<file path="src/rtl/fpu_wb_buffer.sv">
// Write-back buffer between the ftoi stage and the integer register file.
// Show-ahead FIFO of {add, data} results with a pending-register scoreboard.
module fpu_wb_buffer #(
  parameter int DEPTH = 4
) (
  input  logic                     clk,
  input  logic                     rstn,
  input  logic [31:0]              data_in,
  input  logic                     flag_in,
  input  logic [4:0]               add_in,
  input  logic                     wb_ready,
  output logic                     wb_we,
  output logic [4:0]               wb_add,
  output logic [31:0]              wb_data,
  output logic [$clog2(DEPTH):0]   count,
  output logic                     full,
  output logic [31:0]              pending,
  output logic                     overflow
);

  localparam int AW = $clog2(DEPTH);
  localparam int CW = AW + 1;

  logic [4:0]    add_mem  [DEPTH];
  logic [31:0]   data_mem [DEPTH];
  logic [AW-1:0] wr_ptr;
  logic [AW-1:0] rd_ptr;

  logic enq_req;
  logic deq;
  logic enq;
  logic drop;

  // Writes to r0 are meaningless, so they never occupy a slot.
  assign enq_req = flag_in && (add_in != 5'd0);
  assign full    = (count == CW'(DEPTH));
  assign deq     = (count != '0) && wb_ready;
  assign enq     = enq_req && (!full || deq);
  assign drop    = enq_req && full && !deq;

  assign wb_we   = deq;
  assign wb_add  = add_mem[rd_ptr];
  assign wb_data = data_mem[rd_ptr];

  always_ff @(posedge clk) begin
    if (rstn && enq) begin
      add_mem[wr_ptr]  <= add_in;
      data_mem[wr_ptr] <= data_in;
    end
  end

  always_ff @(posedge clk) begin
    if (!rstn) begin
      wr_ptr   <= '0;
      rd_ptr   <= '0;
      count    <= '0;
      overflow <= 1'b0;
    end else begin
      if (enq)
        wr_ptr <= wr_ptr + 1'b1;
      if (deq)
        rd_ptr <= rd_ptr + 1'b1;
      if (enq && !deq)
        count <= count + 1'b1;
      else if (!enq && deq)
        count <= count - 1'b1;
      if (drop)
        overflow <= 1'b1;
    end
  end

  // A slot is live when its distance from the head is below the occupancy.
  always_comb begin
    pending = '0;
    for (int i = 0; i < DEPTH; i++) begin
      logic [AW-1:0] off;
      off = AW'(i) - rd_ptr;
      if ({1'b0, off} < count)
        pending[add_mem[i]] = 1'b1;
    end
    pending[0] = 1'b0;
  end

endmodule
</file>
<file path="config.mk">
export PLATFORM = sky130hd
export DESIGN_NAME = fpu_wb_buffer
export DESIGN_NICKNAME = d
export VERILOG_FILES = /design/src/rtl/fpu_wb_buffer.sv
export SDC_FILE = /design/constraint.sdc
export NUM_CORES = 1
export LEC_CHECK = 0
export ABC_AREA = 1
export BUFFER_PORTS_ARGS = -buffer_cell sky130_fd_sc_hd__buf_2
export CAP_MARGIN = 20
export CORE_MARGIN = 5
export CORE_UTILIZATION = 45
export DETAILED_ROUTE_END_ITERATION = 6
export HOLD_SLACK_MARGIN = 0.06
export PLACE_DENSITY = 0.62
export SLEW_MARGIN = 30
export SYNTH_ARGS = -nofsm -noshare
export SYNTH_HDL_FRONTEND = slang
export SYNTH_SLANG_ARGS = --single-unit
</file>
<file path="constraint.sdc">
create_clock -name clk -period 4.15 [get_ports clk]
set_input_delay 0.2075 -clock clk [delete_from_list [all_inputs] [get_ports clk]]
set_output_delay 0.2075 -clock clk [all_outputs]
set_load 0.01 [all_outputs]
</file>
Word level (Yosys, flattened, before mapping):

Memories as Yosys holds them, arrays and structs flattened. A register that Yosys moved wholly into a read port is not among the register bits.
Index checks and enable logic that the tools add are counted.

* flip-flop bits (word level): 8
* memory bits (writable): 148
* bits of input ports: 41
* output and inout port bits: 75
* word-level logic and storage cells: 69
* memories: 2

Memory list
* data_mem: words 4, width 32, read ports 1, clocked after Yosys merged registers in 1, write ports 1, RTL line 25 `logic [31:0] data_mem [DEPTH];`
* add_mem: words 4, width 5, read ports 5, clocked after Yosys merged registers in 1, write ports 1, RTL line 24 `logic [4:0] add_mem [DEPTH];`

* add/subtract/negate cells: 8
* order comparisons: 12
* eq/ne operators: 1
* mux-type cells: 20
* bitwise operators: 3
* reductions and logical operators: 19

Operator list (number)
* $mux 32: 4
* $or 32x32->32: 3
* $lt 5x6->1 const B: 4
* $demux 1 s5: 4
* $ge 5x1->1 const B: 4
* $logic_and 1x1->1: 12
* $lt 2x3->1: 4
* $mux 2: 4
* $mux 1: 6
* $mux 3: 2
* $reduce_bool 5->1: 1
* $add 2x1->2 const B: 2
* $sub 1x2->2 const A: 2
* $sub 2x2->2 const A: 2
* $add 3x1->3 const B: 1
* $eq 3x3->1 const B: 1
* $logic_not 1->1: 3
* $reduce_bool 3->1: 1
* $sub 3x1->3 const B: 1
* $reduce_bool 2->1: 1
* $logic_or 1x1->1: 1

Depth between registers and ports, before layout:

An unclocked memory read counts as a cell.

* word-level depth: 12
* depth in mapped cells: 13

Least setup slack after synthesis:

Ideal clock, no wire load.

* path type: register to register
* from: register count[0]
* to: memory add_mem[0][0] (enable)
* arrival time: 2.549 ns
* data required time: 3.719 ns
* path slack: 1.170 ns
* cell stages (with the launch flop): 7
* buffers on the path: 0
* cell sequence: dfxtp_1 nor2_1 nand3_1 nand3_1 inv_1 nand2_1 nor2_1

* cells in the longest elaborated chain, start to end: 7
* elaborated cells between the ends (all ways): 9

RTL lines
* start, declared: RTL line 15 `output logic [$clog2(DEPTH):0] count,`
* start signal, assigned: RTL line 64 `count <= count + 1'b1;`
* start signal, assigned: RTL line 66 `count <= count - 1'b1;`
* $eq 3x3->1 / $reduce_bool 3->1 (equally long branches): RTL line 36, 37
* $logic_not 1->1 / $logic_and 1x1->1 (equally long branches): RTL line 38, 37
* $logic_or 1x1->1 (*): RTL line 38 `assign enq = enq_req && (!full || deq);`
* $logic_and 1x1->1 (*): RTL line 38
* $logic_and 1x1->1 (*): RTL line 46 `if (rstn && enq) begin`
* $mux 1 (*): RTL line 46
* $mux 1 (implied by the code) (*): RTL line 47 `add_mem[wr_ptr] <= add_in;`
* end, declared: RTL line 24

Every way passes the cells marked *; elsewhere a longest branch is shown, timed or not.

Final worst setup path:

* from: register rd_ptr[0]
* to: output port pending[28]

* cells in the longest elaborated chain, start to end: 9
* elaborated cells between the ends (all ways): 15

RTL lines
* start, declared: RTL line 27 `logic [AW-1:0] rd_ptr;`
* start signal, assigned: RTL line 62 `rd_ptr <= rd_ptr + 1'b1;`
* $sub 1x2->2: RTL line 77 `off = AW'(i) - rd_ptr;`
* $lt 2x3->1: RTL line 78 `if ({1'b0, off} < count)`
* $mux 32: RTL line 78
* $or 32x32->32 (no line)
* $mux 32: RTL line 78
* $or 32x32->32 (no line)
* $mux 32: RTL line 78
* $or 32x32->32 (no line)
* $mux 32 (*): RTL line 78
* end, declared: RTL line 17 `output logic [31:0] pending,`

Marked as above.

==> summary.md <==
| Metric | Value |
|---|---|
| Power share of the clock group | 28.1% |
| Static Leakage | 3.80 nW |
| Maximum frequency from static timing analysis | 0.344 GHz |
| Leading register cell type out of synthesis | sky130_fd_sc_hd__edfxtp_1 |
| Worst supply voltage drop on vdd | 396 uV |
| Combinational share of power | 35.4% |
| CTS Buf Count | 17 |
| Area of the die | 20200 um^2 |
| Clk root buf | sky130_fd_sc_hd__clkbuf_16 |
| Fin Setup TNS | 0 ps |
| Final-report setup violation count | 0 |
| Grt total ovfl | 0 |
| Launch point of the worst reg-to-reg path | count[0] |
| Tot Pwr | 5.19 mW |
| Cell area after synthesis | 7850 um^2 |
| Share of layout cells above drive strength 1 | 17.2% |
| Input/output buffers | 114 |
| Area share of the largest cell type after synthesis | 56.6% |
| Placed wire-length estimate after detailed placement | 13400 um |
| Kind of cell with the highest combined delay on the critical path | simple AND/OR/NAND/NOR gates |
| Clock slew at the register clock pins of the worst setup and hold paths | 60 ps |
| Net count of the mapped netlist | 908 |
| Die Width | 142 um |
| DIE HEIGHT | 142 um |
| Path type of the worst setup path | reg -> out |
| Synthesized-area fraction occupied by xor and xnor cells | 0.112% |
| Cell depth of the worst flop-to-flop path | 7 |
| Total number of yosys warnings | 0 |
| Clock latency at the later pin of the worst-skew pair | 410 ps |
| Critical path cell sequence | xor2_1, inv_1, ha_1, inv_1, nor2_1, nand2_1, nand2_1, nor2_1, nand2_1, nand3_1, buf_2 |
| Total routed wirelength | 20200 um |
| Utilization after layout | 55.5% |
| Max incr delay on CP | 390 ps |
| Portion of total power attributed to sequential cells | 36.5% |
| Antenna violations before repair | 0 |
| Post-synthesis mux area share | 0% |
| Clock tree from TritonCTS | built |
| Detailed-router iteration count before antenna repair | 5 |
| Number of cell rows | 48 |
| Final-stage net count | 1047 |
| Simple-gate area share of the yosys netlist | 24.6% |
| Number of flip-flops and latches in the synthesized netlist | 158 |
| Most repeated cell in the gate-level netlist after synthesis | sky130_fd_sc_hd__nor2_1 |
| Area grow syn2layout | 21.3% |
| R2R Setup Slk | 1650 ps |
| End of the worst register-to-register path | data_mem[2][20] |
| Final min period | 2900 ps |
| Antenna Cells | 0 |
| Category of the worst setup path launch point | register |
| Worst Hold Endpoint | count[2] |
| Quantity of hold-fixing buffers added after cts | 37 |
| Crit-path slowest cell | sky130_fd_sc_hd__dfxtp_1 |
| Number of DRC markers in iteration 0 | 617 |
| Period Utilization, post-route | 70.0% |
| Final setup skew | 5.30 ps |
| Largest driver fanout on the critical path | 11 |
| Buffering stage count on the worst path with inverters included | 3 |
| Num ports | 116 |
| Number of global-route vias before repair | 6210 |
| Final max-slew violation count | 0 |
| Cell with the most instances on the worst path | sky130_fd_sc_hd__nand2_1 |
| Crit end category | output pin |
| Synth area leaders | sky130_fd_sc_hd__edfxtp_1 57%, sky130_fd_sc_hd__nor2_1 11%, sky130_fd_sc_hd__nand2_1 5.4% |
| Hold_sp | rstn |
| Pin count of the biggest net entering global routing | 70 |
| Hold violation total from the final report | 0 |
| Routability congestion estimate from global placement | 0.922 |
| Avg Inst Size Synth | 9.16 um^2 |
| Commonest cells in the synthesized netlist | 239 x sky130_fd_sc_hd__nor2_1, 148 x sky130_fd_sc_hd__edfxtp_1, 113 x sky130_fd_sc_hd__nand2_1 |
| Power density cells | 545 nW/um^2 |
| Number of standard cells after synthesis | 857 |
| Wire length per cell after detailed routing | 16.3 um |
| Area of the placeable core | 17200 um^2 |
| Reported max-cap violation count | 0 |
| Sw power | 1.97 mW |
| First-pass GRT wire length | 32200 um |
| Switching part of the total power | 38.0% |
| Setup fix buffers added after clock tree synthesis | 0 |
| Hold path cells | 3 |
| Post-route DRC | 0 |
| Count of fill cells added during filler insertion | 1610 |
| Complex-gate fraction of the synthesized area | 8.58% |
| Clock Sinks | 158 |
| EDFF count, synth | 148 |
| Worst hold path class | in -> reg |
| Maximum buffer depth of the clock tree | 2 |
| Count of vias placed by the detailed router | 6461 |
| Endpoint arrival time on the critical path | 2700 ps |
| Share of synthesized area occupied by flip-flops and latches | 59.2% |
| Synth unique cells | 30 |
| Vias per inst | 5.24 |
| Req. time, crit path | 3940 ps |
| Total track usage | 20.4% |
| Combinational family with the most area after synthesis | simple AND/OR/NAND/NOR gates |
| Starting utilization of the core area | 45.7% |
| Cell taking the most area after synthesis | sky130_fd_sc_hd__edfxtp_1 |
| Number of gates resized after CTS | 0 |
| Status | finished clean |
| Share of synthesized cell area in full adder, half adder and majority cells | 1.69% |
| Setup repair after global routing missed its margin | false |
| H-tree lvl count | 4 |
| P_int | 3.22 mW |
| Share of flip-flops with an asynchronous set or reset after synthesis | 0% |
| Worst slew margin relative to its limit | 35.0% |
| Transition time at the pin with the least slew margin | 971 ps |
| Remaining antenna violation count | 0 |
## flip-flops by register name (all words and copies together), names as in the netlist, named ones only
signal and flops:
data_mem 128, add_mem 20, overflow 1, wr_ptr 2, rd_ptr 2, count 3
## worst min-delay path, delay by kind of cell
family	cells	cell delay (ps)
buf+inv	1	160
simple gates	2	110
## metal layers
metal  track usage [%]  wire (um)  up-vias
met3              3.83       1330       29
met5                 0          0        -
met4              7.42        405        0
met2              34.2       9850      226
met1              26.7       8590     2998
li1                  -          -     3208
## cell type report
cell class	instances	area [um^2]	share of cell area (%)
inverter	66	253	2.65
multi-input combinational	594	2780	29.2
clock buffer	17	425	4.47
clock inverter	15	136	1.43
tap	225	282	2.96
timing repair buffer	159	1000	10.5
sequential	158	4650	48.8
## layout by cell type (no fill, tap or decap), types with 3 or more instances in the layout
cell type	netlist	routed
sky130_fd_sc_hd__a21oi_1	20	20
sky130_fd_sc_hd__inv_2	4	3
sky130_fd_sc_hd__o22ai_1	32	32
sky130_fd_sc_hd__dlygate4sd3_1	0	37
sky130_fd_sc_hd__dfxtp_1	10	9
sky130_fd_sc_hd__nand3_1	65	65
sky130_fd_sc_hd__buf_2	10	114
sky130_fd_sc_hd__nor2_4	0	4
sky130_fd_sc_hd__clkinv_4	0	3
sky130_fd_sc_hd__nor3_1	4	4
sky130_fd_sc_hd__clkbuf_16	0	17
sky130_fd_sc_hd__ha_1	9	9
sky130_fd_sc_hd__nand2_4	3	3
sky130_fd_sc_hd__edfxtp_1	148	148
sky130_fd_sc_hd__nand2_1	113	112
sky130_fd_sc_hd__o21ai_0	72	72
sky130_fd_sc_hd__nor2_1	239	235
sky130_fd_sc_hd__inv_6	0	4
sky130_fd_sc_hd__buf_4	4	8
sky130_fd_sc_hd__clkinv_2	0	3
sky130_fd_sc_hd__nand4_1	24	24
sky130_fd_sc_hd__inv_1	61	61
sky130_fd_sc_hd__nand3_2	3	3
## power groups by stage
stage                     Sequential, mW  Clock [mW]  Combinational [mW]
after floorplan                     1.93           0                1.31
after global placement              1.93           0                1.80
after detailed placement            1.93           0                1.81
after CTS                           1.90        1.49                1.84
after global routing                1.91        1.56                2.04
final                               1.90        1.46                1.84
## stage by stage
stage	cell area [um^2]	cells	hold WS (ps)	worst slack, ps
global placement	8590	1165	427	1690
CTS	9520	1234	84.8	1220
floorplan	7850	857	306	1170
global route	9530	1234	104	988
finish	9530	1234	109	1250
detailed placement	8590	1165	427	1640
## kinds of logic (layout without fill, tap and decap cells)
kind of cell | after synthesis | after routing
adders and majority gates | 10 | 10
xor gates and xnor gates | 1 | 1
and+or+nand+nor | 456 | 456
AOI/OAI and AO/OA | 126 | 126
other | 1 | 1
DFF | 158 | 158
buffers and inverters | 105 | 257
## worst max-delay path by stage
stage               startpoint               to  slack (ps)  depth (start not counted)
finish               rd_ptr[0]      pending[28]        1250                         11
global route         rd_ptr[0]      pending[28]         990                         11
CTS                   count[1]       pending[6]        1220                          9
detailed placement    count[0]  data_mem[0][15]        1640                          7
global placement      count[0]   data_mem[1][5]        1690                          7
floorplan             count[0]    add_mem[0][0]        1170                          6
No activity file was read; power rests on OpenSTA's default activity.
